--- src/rtl/regfile_scanner.sv ---
// Walks a regfile read port from first_reg to last_reg (wrapping) and streams each value out on valid/ready.
// Optional REGSCAN_CHECKSUM_EN appends an XOR-checksum beat (flagged by out_is_sum) after the last register.
module regfile_scanner #(
    parameter int DATA_WIDTH = 32,
    parameter int ADDR_WIDTH = 5
) (
    input  logic                  clock,
    input  logic                  ctrl_reset,
    input  logic                  start,
    input  logic [ADDR_WIDTH-1:0] first_reg,
    input  logic [ADDR_WIDTH-1:0] last_reg,
    output logic [ADDR_WIDTH-1:0] ctrl_readReg,
    input  logic [DATA_WIDTH-1:0] data_readReg,
    output logic                  out_valid,
    input  logic                  out_ready,
    output logic [DATA_WIDTH-1:0] out_data,
    output logic [ADDR_WIDTH-1:0] out_index,
    output logic                  out_last,
    output logic                  busy,
`ifdef REGSCAN_CHECKSUM_EN
    output logic                  out_is_sum,
`endif
    output logic                  done
);

    typedef enum logic [2:0] {
        IDLE,
        FETCH,
        SEND,
`ifdef REGSCAN_CHECKSUM_EN
        SUM,
`endif
        DONE
    } state_t;

    state_t                state;
    state_t                next_state;
    logic [ADDR_WIDTH-1:0] addr;
    logic [ADDR_WIDTH-1:0] last_q;
    logic [DATA_WIDTH-1:0] data_q;
    logic [ADDR_WIDTH-1:0] index_q;
    logic                  handshake;
    logic                  at_last;
`ifdef REGSCAN_CHECKSUM_EN
    logic [DATA_WIDTH-1:0] csum;
`endif

    assign handshake    = out_valid && out_ready;
    assign at_last      = (addr == last_q);
    // The read port simply follows the walk address, so it holds its value outside FETCH.
    assign ctrl_readReg = addr;

    always_ff @(posedge clock or posedge ctrl_reset) begin
        if (ctrl_reset) begin
            state <= IDLE;
        end else begin
            state <= next_state;
        end
    end

    always_comb begin
        next_state = state;
        case (state)
            IDLE:  if (start) next_state = FETCH;
            FETCH: next_state = SEND;
            SEND: begin
                if (out_ready) begin
`ifdef REGSCAN_CHECKSUM_EN
                    next_state = at_last ? SUM : FETCH;
`else
                    next_state = at_last ? DONE : FETCH;
`endif
                end
            end
`ifdef REGSCAN_CHECKSUM_EN
            SUM:   if (out_ready) next_state = DONE;
`endif
            DONE:  next_state = IDLE;
            default: next_state = IDLE;
        endcase
    end

    // Datapath: bounds latch, walk address, captured beat and (optionally) running checksum.
    always_ff @(posedge clock or posedge ctrl_reset) begin
        if (ctrl_reset) begin
            addr    <= '0;
            last_q  <= '0;
            data_q  <= '0;
            index_q <= '0;
`ifdef REGSCAN_CHECKSUM_EN
            csum    <= '0;
`endif
        end else begin
            case (state)
                IDLE: begin
                    if (start) begin
                        addr   <= first_reg;
                        last_q <= last_reg;
`ifdef REGSCAN_CHECKSUM_EN
                        csum   <= '0;
`endif
                    end
                end
                FETCH: begin
                    data_q  <= data_readReg;
                    index_q <= addr;
                end
                SEND: begin
                    if (handshake) begin
                        if (!at_last) addr <= addr + 1'b1;
`ifdef REGSCAN_CHECKSUM_EN
                        csum <= csum ^ data_q;
`endif
                    end
                end
                default: ;
            endcase
        end
    end

    always_comb begin
        out_valid = (state == SEND);
        out_data  = data_q;
        out_index = index_q;
        busy      = (state != IDLE);
        done      = (state == DONE);
`ifdef REGSCAN_CHECKSUM_EN
        out_last   = 1'b0;
        out_is_sum = 1'b0;
        if (state == SUM) begin
            out_valid  = 1'b1;
            out_data   = csum;
            out_index  = '0;
            out_last   = 1'b1;
            out_is_sum = 1'b1;
        end
`else
        out_last  = (state == SEND) && (index_q == last_q);
`endif
    end

endmodule

--- config.mk ---
export PLATFORM = sky130hd
export DESIGN_NAME = regfile_scanner
export DESIGN_NICKNAME = d
export VERILOG_FILES = /design/src/rtl/regfile_scanner.sv
export SDC_FILE = /design/constraint.sdc
export NUM_CORES = 1
export LEC_CHECK = 0
export BUFFER_PORTS_ARGS = -buffer_cell sky130_fd_sc_hd__buf_2
export CORE_ASPECT_RATIO = 0.8
export CORE_MARGIN = 5
export CORE_UTILIZATION = 47
export CTS_CLUSTER_DIAMETER = 30
export DETAILED_ROUTE_END_ITERATION = 16
export PLACE_DENSITY_LB_ADDON = 0.08
export REMOVE_ABC_BUFFERS = 1
export SLEW_MARGIN = 20
export SYNTH_ARGS = -nofsm -noshare
export SYNTH_HDL_FRONTEND = slang
export SYNTH_SLANG_ARGS = --single-unit
--- constraint.sdc ---
create_clock -name clock -period 1.6 [get_ports clock]
set_input_delay 0.32 -clock clock [delete_from_list [all_inputs] [get_ports clock]]
set_output_delay 0.32 -clock clock [all_outputs]
set_load 0.05 [all_outputs]
; Word level (Yosys, flattened, before mapping)
; Cells that the tools add are included.
[totals]
inputBits = 46
wordCells = 31
reg_bits = 50
[op_classes]
n_eq_ne = 9
n_reduce_logical = 8
addsub = 1
n_mux = 8
[ops]
columns = cell, count
row1 = 5-bit 2-to-1 mux, 3
row2 = 5-bit == test, 2
row3 = 5-bit case mux with 2 select lines, 1
row4 = 3-bit case mux with 3 select lines, 1
row5 = "3-bit by 2-bit == test with 1-bit output, second input constant", 2
row6 = 3-bit 2-to-1 mux, 2
row7 = "5-bit by 1-bit adder with 5-bit output, second input constant", 1
row8 = "2-bit by 1-bit != test with 1-bit output, second input constant", 2
row9 = "2-bit != test, second input constant", 2
row10 = 2-bit AND reduction, 2
row11 = 4-bit AND reduction, 1
row12 = "3-bit by 1-bit == test with 1-bit output, second input constant", 1
row13 = 3-bit zero test, 1
row14 = 3-bit nonzero test, 1
row15 = 1-bit logical AND, 2
row16 = 2-bit 2-to-1 mux, 1
row17 = 2-bit nonzero test, 1

; Depth between registers and ports, before layout
; Gate-level depths: netlist of the first run.
[logic_depth]
word_depth = 4
depth_mapped = 6

; Least setup slack after synthesis of the first run
; No wires, ideal clock.
[synth_path]
path_type = flip-flop to output port
startpoint = register state[0]
endpoint = output out_last
path_stages_with_launch = 5
arrival_time_ps = 1556
path_slack_ps = -276
required_ps = 1280
cell_sequence = dfrtp_1 and2b_1 buf_6 buf_2 and3_1
[synth_via]
elab_chain_cells = 2
[synth_lines]
columns = item, line_no
row1 = "start, declared", 36  ; state_t state;
row2 = "start signal, assigned", 57  ; state <= next_state;
row3 = 3-bit by 2-bit == test with 1-bit output, n/a
row4 = via out_valid, 14  ; output logic out_valid,
row5 = 1-bit logical AND, 138  ; out_last = (state == SEND) && (index_q == last_q);
row6 = "end, declared", 18  ; output logic out_last,
; The timed path passes the listed nets, and every way through them passes these cells.

; Final worst setup path of the first run
[layout_path]
startpoint = register index_q[2], in the netlist out_index[2]
endpoint = output out_last
[layout_via]
elab_chain_cells = 2
[layout_lines]
columns = item, line_no
row1 = "start, declared", 41  ; logic [ADDR_WIDTH-1:0] index_q;
row2 = "start signal, assigned", 106  ; index_q <= addr;
row3 = 5-bit == test, 138
row4 = 1-bit logical AND, 138
; Every way passes these cells.

==> results of run 1 <==
==> layout by cell type, fill, tap and decap left out, drive strengths merged <==
master    Yosys  routed
xor2          4       4
nand2b        1       1
nor4          1       1
ha            1       1
o21ai         1       1
nand2         6       6
and2          1       1
buf           6     113
o2111ai       1       1
mux2         44      44
clkinvlp      0       1
mux2i         1       1
and3          1       1
o211a         1       1
clkinv        0       2
or2           1       1
dfrtp        49      49
o21a          1       1
and2b         1       1
inv           6       6
a31o          1       1
clkbuf        0       5
nor2          4       4
nand3         4       4
a21oi         1       1
nor2b         1       1
a22oi         3       3
o211ai        3       3
xnor2         6       6
o22ai         2       2
==> cell families after synthesis <==
| kind of cell | count (synthesis) | synth area share [%] |
|---|---|---|
| simple gates | 21 | 5.60 |
| mux | 45 | 23.7 |
| flops | 49 | 57.2 |
| xor+xnor | 10 | 4.78 |
| compound gates | 14 | 5.13 |
| buf+inv | 12 | 2.97 |
| fa+ha+maj | 1 | 0.583 |
==> stage by stage <==
step	util (%)	cell area, µm²
2_1_floorplan	-	2100
3_3_place_gp	62.1	2800
3_5_place_dp	62.1	2800
4_1_cts	64.9	2930
5_1_grt	65.3	2950
6_report	65.3	2950
==> layout make-up <==
class | count | area [µm²] | area share (%)
clock buffer | 5 | 68.8 | 2.33
clock inverter | 3 | 17.5 | 0.594
inverter | 6 | 22.5 | 0.764
multi-input combinational | 91 | 872 | 29.6
sequential | 49 | 1230 | 41.6
tap | 60 | 75.1 | 2.55
timing repair buffer | 113 | 667 | 22.6
==> cells in the mapped netlist <==
cell type                   count
sky130_fd_sc_hd__dfrtp_1       49
sky130_fd_sc_hd__nor2b_1        1
sky130_fd_sc_hd__mux2_1         2
sky130_fd_sc_hd__a31o_2         1
sky130_fd_sc_hd__a22oi_1        3
sky130_fd_sc_hd__and2b_1        1
sky130_fd_sc_hd__or2_2          1
sky130_fd_sc_hd__ha_1           1
sky130_fd_sc_hd__nand3_4        1
sky130_fd_sc_hd__nand2_1        6
sky130_fd_sc_hd__buf_2          3
sky130_fd_sc_hd__xnor2_2        2
sky130_fd_sc_hd__and2_1         1
sky130_fd_sc_hd__o21ai_0        1
sky130_fd_sc_hd__nor2_1         2
sky130_fd_sc_hd__o2111ai_1      1
sky130_fd_sc_hd__xor2_1         4
sky130_fd_sc_hd__xnor2_1        4
sky130_fd_sc_hd__o22ai_1        2
sky130_fd_sc_hd__buf_6          1
sky130_fd_sc_hd__inv_1          6
sky130_fd_sc_hd__o211ai_1       3
sky130_fd_sc_hd__mux2i_1        1
sky130_fd_sc_hd__o21a_4         1
sky130_fd_sc_hd__a21oi_1        1
sky130_fd_sc_hd__nand2b_1       1
sky130_fd_sc_hd__and3_1         1
sky130_fd_sc_hd__nor4_1         1
sky130_fd_sc_hd__buf_4          2
sky130_fd_sc_hd__mux2_4         1
sky130_fd_sc_hd__nand3_1        3
sky130_fd_sc_hd__mux2_2        41
sky130_fd_sc_hd__o211a_1        1
sky130_fd_sc_hd__nor2_2         2
==> sequential cells by signal, indices dropped and copies added, names as in the netlist <==
register / flops
ctrl_readReg: 5
state: 2
last_q: 5
out_data: 32
out_index: 5
==> timing repair <==
| item | CTS | global route |
|---|---|---|
| pin swaps | 0 | 1 |
| setup buffers | 2 | 0 |
| gates resized for setup | 9 | 4 |
| cloned | 0 | 0 |
| endpoints found under the setup margin | 3 | 2 |
==> metal layers <==
metal / vias to the layer above / GRT usage, % / share of wire [%]
li1: 764 / - / -
met3: 4 / 6.01 / 9.3
met4: 0 / 3.16 / 1.0
met2: 54 / 23.4 / 45
met1: 751 / 21.3 / 45
met5: - / 0 / 0
==> critical path: stages (launching register included) <==
cell                      delay [ns]
sky130_fd_sc_hd__dfrtp_1        0.40
sky130_fd_sc_hd__xor2_1         0.17
sky130_fd_sc_hd__nor4_2         0.27
sky130_fd_sc_hd__and3_1         0.22
sky130_fd_sc_hd__buf_6          0.16
==> worst min path at each step <==
| stage | from | end | cells after the start |
|---|---|---|---|
| 3_5_place_dp | ctrl_reset | out_data[12] | 3 |
| 3_3_place_gp | ctrl_reset | out_data[15] | 3 |
| 6_report | ctrl_reset | out_data[12] | 3 |
| 5_1_grt | ctrl_reset | out_data[15] | 3 |
| 2_1_floorplan | last_reg[0] | last_q[0] | 1 |
| 4_1_cts | ctrl_reset | out_data[12] | 3 |
==> summary.md, run 1 <==
| Metric | Value |
|---|---|
| CTS root buffer | sky130_fd_sc_hd__clkbuf_8 |
| Grt ovf | 0 |
| Count of warnings emitted by yosys | 0 |
| Endpoint of the most critical setup path | out_last |
| Slew margin rel. | just under 80% |
| Number of detailed-route iterations in the first pass | 4 |
| Violated checks | negative setup slack |
| Post-Route Skew | approximately 0.0036 ns |
| Worst setup margin | -0.250 ns |
| Final antenna diode count | 0 |
| Post-detailed-route DRC marker count | 0 |
| Synthesized instance count | ~150 |
| Critical path required time | 1.28 ns |
| Chip height | 70.4 µm |
| Distinct cell type count after synthesis | 34 |
| Path class of the lowest-slack min-delay path | in -> async |
| Worst Tran Pin Value | 0.328 ns |
| Destination of the worst register-to-register timing path | ctrl_readReg[1] |
| Largest area contributor in the netlist | sky130_fd_sc_hd__dfrtp_1 |
| Final Slew Violations | 0 |
| Reported max-cap violation count | 0 |
| Ratio of cells with drive above 1 in the final layout | 65.5% |
| Worst Path Max Fanout | 2 |
| Combined area of all synthesized cells | roughly 0.0021 mm² |
| Setup crit start | out_index[2] |
| R2r startpoint | last_q[2] |
| TritonCTS sink count | just under 50 |
| Count of hold buffers inserted by post-cts repair | 0 |
| Final wirelength | about 4.6 mm |
| Number of antenna violations at the first check in global routing | 0 |
| Pin count of the biggest net entering global routing | 30 |
| Wire length of the first global-routing pass | 7.40 mm |
| Placeable core area | 0.00451 mm² |
| Net total in the final layout | 313 |
| FF+latch count, synth | a little under 50 |
| Critical path endpoint category | output port |
| Number of buffers created by CTS | 5 |
| Worst setup timing slack at the placement stage | -0.0390 ns |
| CP arrival | 1.53 ns |
| Number of input and output port buffers inserted | 91 |
| First-iteration detailed-routing DRC count | 44 |
| Clock latency on the worst-skew pair | 0.29 ns |
| Setup repair after global routing missed its margin | true |
| Finish-stage setup viols | 1 |
| Crit Path Class | reg -> out |
| Cell total after placement | 317 |
| Worst hold margin | just under 0.05 ns |
| Post-route ant nets | 0 |
| Die W | 85.5 µm |
| Ports | 92 |
| Die Footprint | 0.00602 mm² |
| Non-filler cells, final | between 300 and 400 |
| TritonCTS clock tree | done |
| Final Hold Viols | 0 |
| Maximum achievable frequency | 541 MHz |
| Outcome | finished, violations left |
| DR vias | approximately 1600 |
| HPWL after detailed placement | 3.51 mm |
| Total number of placement rows | 22 |
| Total routing usage reported by global routing | roughly 16% |
| Portion of synthesized cell area occupied by the leading cell type | 57.2% |
| Startpoint class of the critical path | flip-flop |
| Routability congestion estimate from global placement | 0.708 |
| Average vias per placed instance | 4.81 |
| Average cell area after synthesis | 14.1 µm² |
| H-Tree Depth | 2 |
| Via count of the first global-routing pass | about 1600 |
| Initial cell density of the core | 47.5% |
| Minimum setup slack among reg-to-reg paths | 0.06 ns |
| Sum of negative setup slack | -0.250 ns |
| Fillcell total | 388 |
| Reg clk slew, reported paths | roughly 0.09 ns |
| Cell depth of the worst flop-to-flop path | 5 |
| Min Clock Period, post-route | about 1.9 ns |
| Wirelength per Cell | between 10 and 15 µm |
| Maximum root-to-sink buffer count | 2 |
| Syn-to-layout area delta | 37.5% |
| Ranking of synthesized cells by area | sky130_fd_sc_hd__dfrtp_1 (57%), sky130_fd_sc_hd__mux2_2 (22%), sky130_fd_sc_hd__xnor2_1 (1.6%) |
| Crit share post-route | 116% |
| Portion of the post-synthesis area used by sequential elements | approximately 57% |
Power of run 1 is left out: the tool's default activity adds up to more than one toggle a clock period on the data nets, which glitch-free logic cannot reach.
==> run 2, diff against run 1 <==
- RECOVER_POWER: unset -> 25
==> run 2 against run 1 <==
Against the previous run:
- the flow still finishes with violations (negative setup slack)
- global-route usage did not move
- final area fell by 0.21%
- fmax barely moved
- via count barely moved
- flip-flop and latch count did not move
- critical path depth did not move
- core utilization fell by 0.14 points
- die area did not move
- critical path type unchanged
- sequential share of layout area rose by 0.088 points
- routed wire length rose by 0.11%
- largest cell class unchanged
==> summary.md, run 2 (synthesis gave the netlist of run 1 again) <==
| Metric | Value |
|---|---|
| Final Hold Viols | 0 |
| Ports | 92 |
| Clock latency on the worst-skew pair | just under 0.3 ns |
| Total number of placement rows | 22 |
| CP arrival | about 1.5 ns |
| Pin count of the biggest net entering global routing | 30 |
| Average vias per placed instance | about 4.8 |
| Crit Path Class | reg -> out |
| R2r startpoint | last_q[2] |
| Wire length of the first global-routing pass | 7.40 mm |
| Maximum root-to-sink buffer count | 2 |
| Grt ovf | 0 |
| Syn-to-layout area delta | 37.2% |
| CTS root buffer | sky130_fd_sc_hd__clkbuf_8 |
| Violated checks | negative setup slack |
| Count of hold buffers inserted by post-cts repair | 0 |
| Startpoint class of the critical path | flip-flop |
| Slew margin rel. | 21.3% |
| Worst Tran Pin Value | 1.18 ns |
| Critical Path Slowest Stage Cell | sky130_fd_sc_hd__dfrtp_1 |
| Total routing usage reported by global routing | 15.5% |
| Setup crit start | out_index[2] |
| Critical path required time | 1.28 ns |
| Worst hold margin | 0.190 ns |
| Number of flip-flops in the largest register | 32 |
| Routability congestion estimate from global placement | 0.708 |
| Die W | 85.5 µm |
| Final wirelength | 4.61 mm |
| DR vias | 1572 |
| Reg clk slew, reported paths | 0.09 ns |
| TritonCTS sink count | between 40 and 50 |
| Chip height | 70.4 µm |
| Reported max-cap violation count | 0 |
| Largest delay share family, worst path | simple AND/OR/NAND/NOR gates |
| Number of input and output port buffers inserted | 91 |
| Critical path buffer and inverter count | 1 |
| Worst Path Max Fanout | 2 |
| Number of buffers created by CTS | 5 |
| Finish-stage setup viols | 1 |
| Placeable core area | 0.00451 mm² |
| Destination of the worst register-to-register timing path | ctrl_readReg[1] |
| Crit share post-route | 116% |
| Maximum achievable frequency | around 540 MHz |
| Wirelength per Cell | 14.1 µm |
| Worst setup margin | -0.250 ns |
| Post-Route Skew | about 0.0036 ns |
| Ordered list of cells on the worst path | xor2_1 -> nor4_2 -> and3_1 -> buf_6 |
| TritonCTS clock tree | done |
| Final Slew Violations | 0 |
| Number of antenna violations at the first check in global routing | 0 |
| Post-route ant nets | 0 |
| Cell depth of the worst flop-to-flop path | 5 |
| Leading cell types in the layout, fill and taps excluded | sky130_fd_sc_hd__buf_2 (88), sky130_fd_sc_hd__dfrtp_1 (49), sky130_fd_sc_hd__mux2_2 (41) |
| Setup repair after global routing missed its margin | true |
| Minimum setup slack among reg-to-reg paths | 0.06 ns |
| Min Clock Period, post-route | 1.85 ns |
| Via count of the first global-routing pass | 1573 |
| Path class of the lowest-slack min-delay path | in -> async |
| Stage delay of the slowest cell on the critical path | approximately 0.40 ns |
| Final antenna diode count | 0 |
| Outcome | finished, violations left |
| Critical path endpoint category | output port |
| Initial cell density of the core | 47.5% |
| Net total in the final layout | between 300 and 400 |
| Fillcell total | 387 |
| Number of detailed-route iterations in the first pass | 4 |
| Post-detailed-route DRC marker count | 0 |
| H-Tree Depth | 2 |
| First-iteration detailed-routing DRC count | 45 |
| Most common library cell in the layout ignoring fill and taps | sky130_fd_sc_hd__buf_2 |
| Ratio of cells with drive above 1 in the final layout | approximately two thirds |
| Die Footprint | between 0.006 and 0.007 mm² |
| HPWL after detailed placement | 3.51 mm |
==> run 2: final cells by class <==
cell class                 count  area (µm²)  share of cell area (%)
clock buffer                   5        68.8                    2.34
clock inverter                 3        17.5                   0.595
inverter                       6        22.5                   0.765
multi-input combinational     91         872                    29.6
sequential                    49        1230                    41.7
tap                           60        75.1                    2.55
timing repair buffer         113         661                    22.4
==> run 2: layer usage <==
layer,vias to the layer above,GRT usage (%),share of wire [%]
met4,0,3.16,1.0
met1,751,21.3,45
met5,-,0,0
met2,54,23.4,45
li1,763,-,-
met3,4,6.01,9.3
==> run 2: how the worst max path moves through the flow <==
stage                   to  slack [ns]  cells after the start
2_1_floorplan  out_data[0]       -1.06                      2
3_3_place_gp      out_last       -0.03                      4
3_5_place_dp      out_last       -0.04                      4
4_1_cts           out_last       -0.30                      4
5_1_grt           out_last       -0.35                      4
6_report          out_last       -0.25                      4
==> run 2: what timing repair did <==
item | 4_1_cts | 5_1_grt
resized for setup | 9 | 4
pin swaps | 0 | 1
endpoints found under the setup margin | 3 | 2
buffers inserted | 2 | 0
hold endpoints to repair | 0 | 0
==> run 2: worst min-delay path, delay by kind of cell <==
kind	cells	cell delay, ns
buffers and inverters	3	0.65
==> run 2: through the flow <==
stage          area [µm²]  utilization, %  cells  setup WS [ns]  TNS, ns
2_1_floorplan        2100               -    146          -1.06   -41.44
6_report             2940            65.2    327         -0.250   -0.250
5_1_grt              2940            65.2    327         -0.352   -0.359
3_5_place_dp         2800            62.1    317        -0.0390  -0.0390
4_1_cts              2930            64.9    327         -0.300   -0.300
3_3_place_gp         2800            62.1    317        -0.0256  -0.0256
Power of run 2 is left out for the same reason.
==> run 3, diff against run 2 <==
- RECOVER_POWER: 25 -> unset
- SLEW_MARGIN: 20 -> unset
- clock period: 1.6 -> 2.1 ns (I/O delays scaled with it)
==> run 3 against run 2 <==
Against the previous run:
- the flow now finishes without violations
- die area unchanged
- first-iteration DRC count increased by 71%
- critical path depth unchanged
- final area down 4.2%
- clock skew grew 0.00072 ns
- via count down 5.1%
- worst hold slack got worse by 0.0056 ns
- global-route usage shrank 0.19 points
- cell count is 4.9% lower
- routed wire length fell by 7.1%
- sequential share of layout area grew 1.8 points
- register-to-register slack gained 0.44 ns
- critical path type unchanged
==> summary.md, run 3 (synthesis gave the netlist of run 1 again) <==
| Metric | Value |
|---|---|
| Post-route cell area | 0.00282 mm² |
| Final wirelength | 4.28 mm |
| Worst setup margin | 0.115 ns |
| Worst Tran Pin Value | 0.609 ns |
| Average vias per placed instance | 4.80 |
| Outcome | finished, final reports clean |
| Total number of placement rows | 22 |
| Post-route ant nets | 0 |
| Combined area of the multi-input logic cells | 868 µm² |
| Most common library cell in the layout ignoring fill and taps | sky130_fd_sc_hd__buf_2 |
| Fillcell total | 371 |
| Ratio of cells with drive above 1 in the final layout | 62.9% |
| Die W | approximately 86 µm |
| Destination of the worst register-to-register timing path | ctrl_readReg[1] |
| Setup repair after global routing missed its margin | false |
| Critical path required time | 1.68 ns |
| Number of buffers created by CTS | 5 |
| Total routing usage reported by global routing | 15.3% |
| CP arrival | 1.56 ns |
| Cell total after placement | 303 |
| Pin count of the biggest net entering global routing | 37 |
| Clock latency on the worst-skew pair | approximately 0.30 ns |
| R2r startpoint | state[0] |
| HPWL after detailed placement | 3.38 mm |
| Critical path endpoint category | output port |
| Path class of the lowest-slack min-delay path | in -> async |
| Post-detailed-route DRC marker count | 0 |
| Critical Path Slowest Stage Cell | sky130_fd_sc_hd__dfrtp_1 |
| Reg clk slew, reported paths | 0.09 ns |
| Stage delay of the slowest cell on the critical path | ~0.42 ns |
| TritonCTS sink count | between 40 and 50 |
| CTS root buffer | sky130_fd_sc_hd__clkbuf_8 |
| Finish-stage setup viols | 0 |
| Chip height | 70.4 µm |
| Register cell area after layout | about 0.0012 mm² |
| Maximum achievable frequency | 504 MHz |
| Number of antenna violations at the first check in global routing | 0 |
| Ports | 92 |
| Cell area after placement | roughly 0.0027 mm² |
| Wirelength per Cell | 13.8 µm |
| Min Clock Period, post-route | 1.98 ns |
| Number of flip-flops in the largest register | 32 |
| Leading cell types in the layout, fill and taps excluded | sky130_fd_sc_hd__buf_2 (90), sky130_fd_sc_hd__dfrtp_1 (49), sky130_fd_sc_hd__mux2_2 (41) |
| Wire length of the first global-routing pass | 7.20 mm |
| Routability congestion estimate from global placement | between 0.7 and 0.8 |
| DR vias | between 1000 and 1500 |
| Crit Path Class | reg -> out |
| Via count of the first global-routing pass | 1504 |
| Setup crit start | last_q[1] |
| First-iteration detailed-routing DRC count | 77 |
| Net total in the final layout | 297 |
| Final Slew Violations | 0 |
| Non-filler cells, final | 311 |
| Syn-to-layout area delta | 31.5% |
| Cell depth of the worst flop-to-flop path | 4 |
| TritonCTS clock tree | done |
| Grt ovf | 0 |
| Ordered list of cells on the worst path | xor2_1 -> nor4_2 -> and3_1 -> buf_4 |
| Slew margin rel. | 59.4% |
| Worst Path Max Fanout | 3 |
| Number of detailed-route iterations in the first pass | 4 |
| Minimum setup slack among reg-to-reg paths | 0.50 ns |
| Maximum root-to-sink buffer count | 2 |
| Reported max-cap violation count | 0 |
| Final antenna diode count | 0 |
| H-Tree Depth | 2 |
| Initial cell density of the core | 47.5% |
| Startpoint class of the critical path | flip-flop |
| Placeable core area | ~0.0045 mm² |
| Worst setup timing slack at the placement stage | 0.273 ns |
| Post-Route Skew | 0.00435 ns |
| Number of input and output port buffers inserted | 91 |
| Die Footprint | 0.00602 mm² |
| Crit share post-route | 94.5% |
| Final Hold Viols | 0 |
[run 3: cell count changes in the layout (fill, tap and decap cells not counted), moves of 2 or more]
cell	change
sky130_fd_sc_hd__buf_8	-2
sky130_fd_sc_hd__buf_6	-3
sky130_fd_sc_hd__buf_2	+2
sky130_fd_sc_hd__buf_4	-11
[run 3: per-stage QoR]
| step | hold slack (ns) | TNS (ns) | util (%) |
|---|---|---|---|
| after global placement | 0.483 | 0 | 59.8 |
| after floorplan | 0.497 | -20.95 | - |
| after detailed placement | 0.490 | 0 | 59.8 |
| final | 0.185 | 0 | 62.5 |
| after CTS | 0.195 | 0 | 62.3 |
| after global routing | 0.222 | 0 | 62.5 |
[run 3: worst max path at each step]
| stage | endpoint | slack, ns |
|---|---|---|
| floorplan | out_data[0] | -0.56 |
| global placement | out_last | 0.30 |
| detailed placement | out_last | 0.27 |
| CTS | out_last | 0.03 |
| global route | out_last | 0.009 |
| finish | out_last | 0.12 |
[run 3: layout make-up]
cell class,count,area share [%]
Sequential cell,49,43.5
Multi-Input combinational cell,91,30.8
Timing Repair Buffer,97,18.3
Tap cell,60,2.66
Clock buffer,5,2.44
Clock inverter,3,1.55
Inverter,6,0.799
[run 3: routing by layer]
metal | global-route usage [%] | wire length, µm | up-vias
li1 | - | - | 733
met1 | 20.3 | 1890 | 703
met2 | 23.3 | 1940 | 51
met3 | 5.78 | 411 | 5
met4 | 4.75 | 43 | 0
met5 | 0 | 0 | -
[run 3: timing repair]
action / 4_1_cts / 5_1_grt
hold buffers: 0 / 0
pin swaps: 1 / 0
endpoints found under the setup margin: 1 / 1
buffers inserted: 0 / 0
gates resized for setup: 1 / 1
[run 3: worst max-delay path: cells and delay by family (launching register included)]
family | cells | cell delay, ns
buffers and inverters | 1 | 0.20
DFF | 1 | 0.42
xor gates and xnor gates | 1 | 0.17
and+or+nand+nor | 2 | 0.48
Power of run 3 is left out for the same reason.
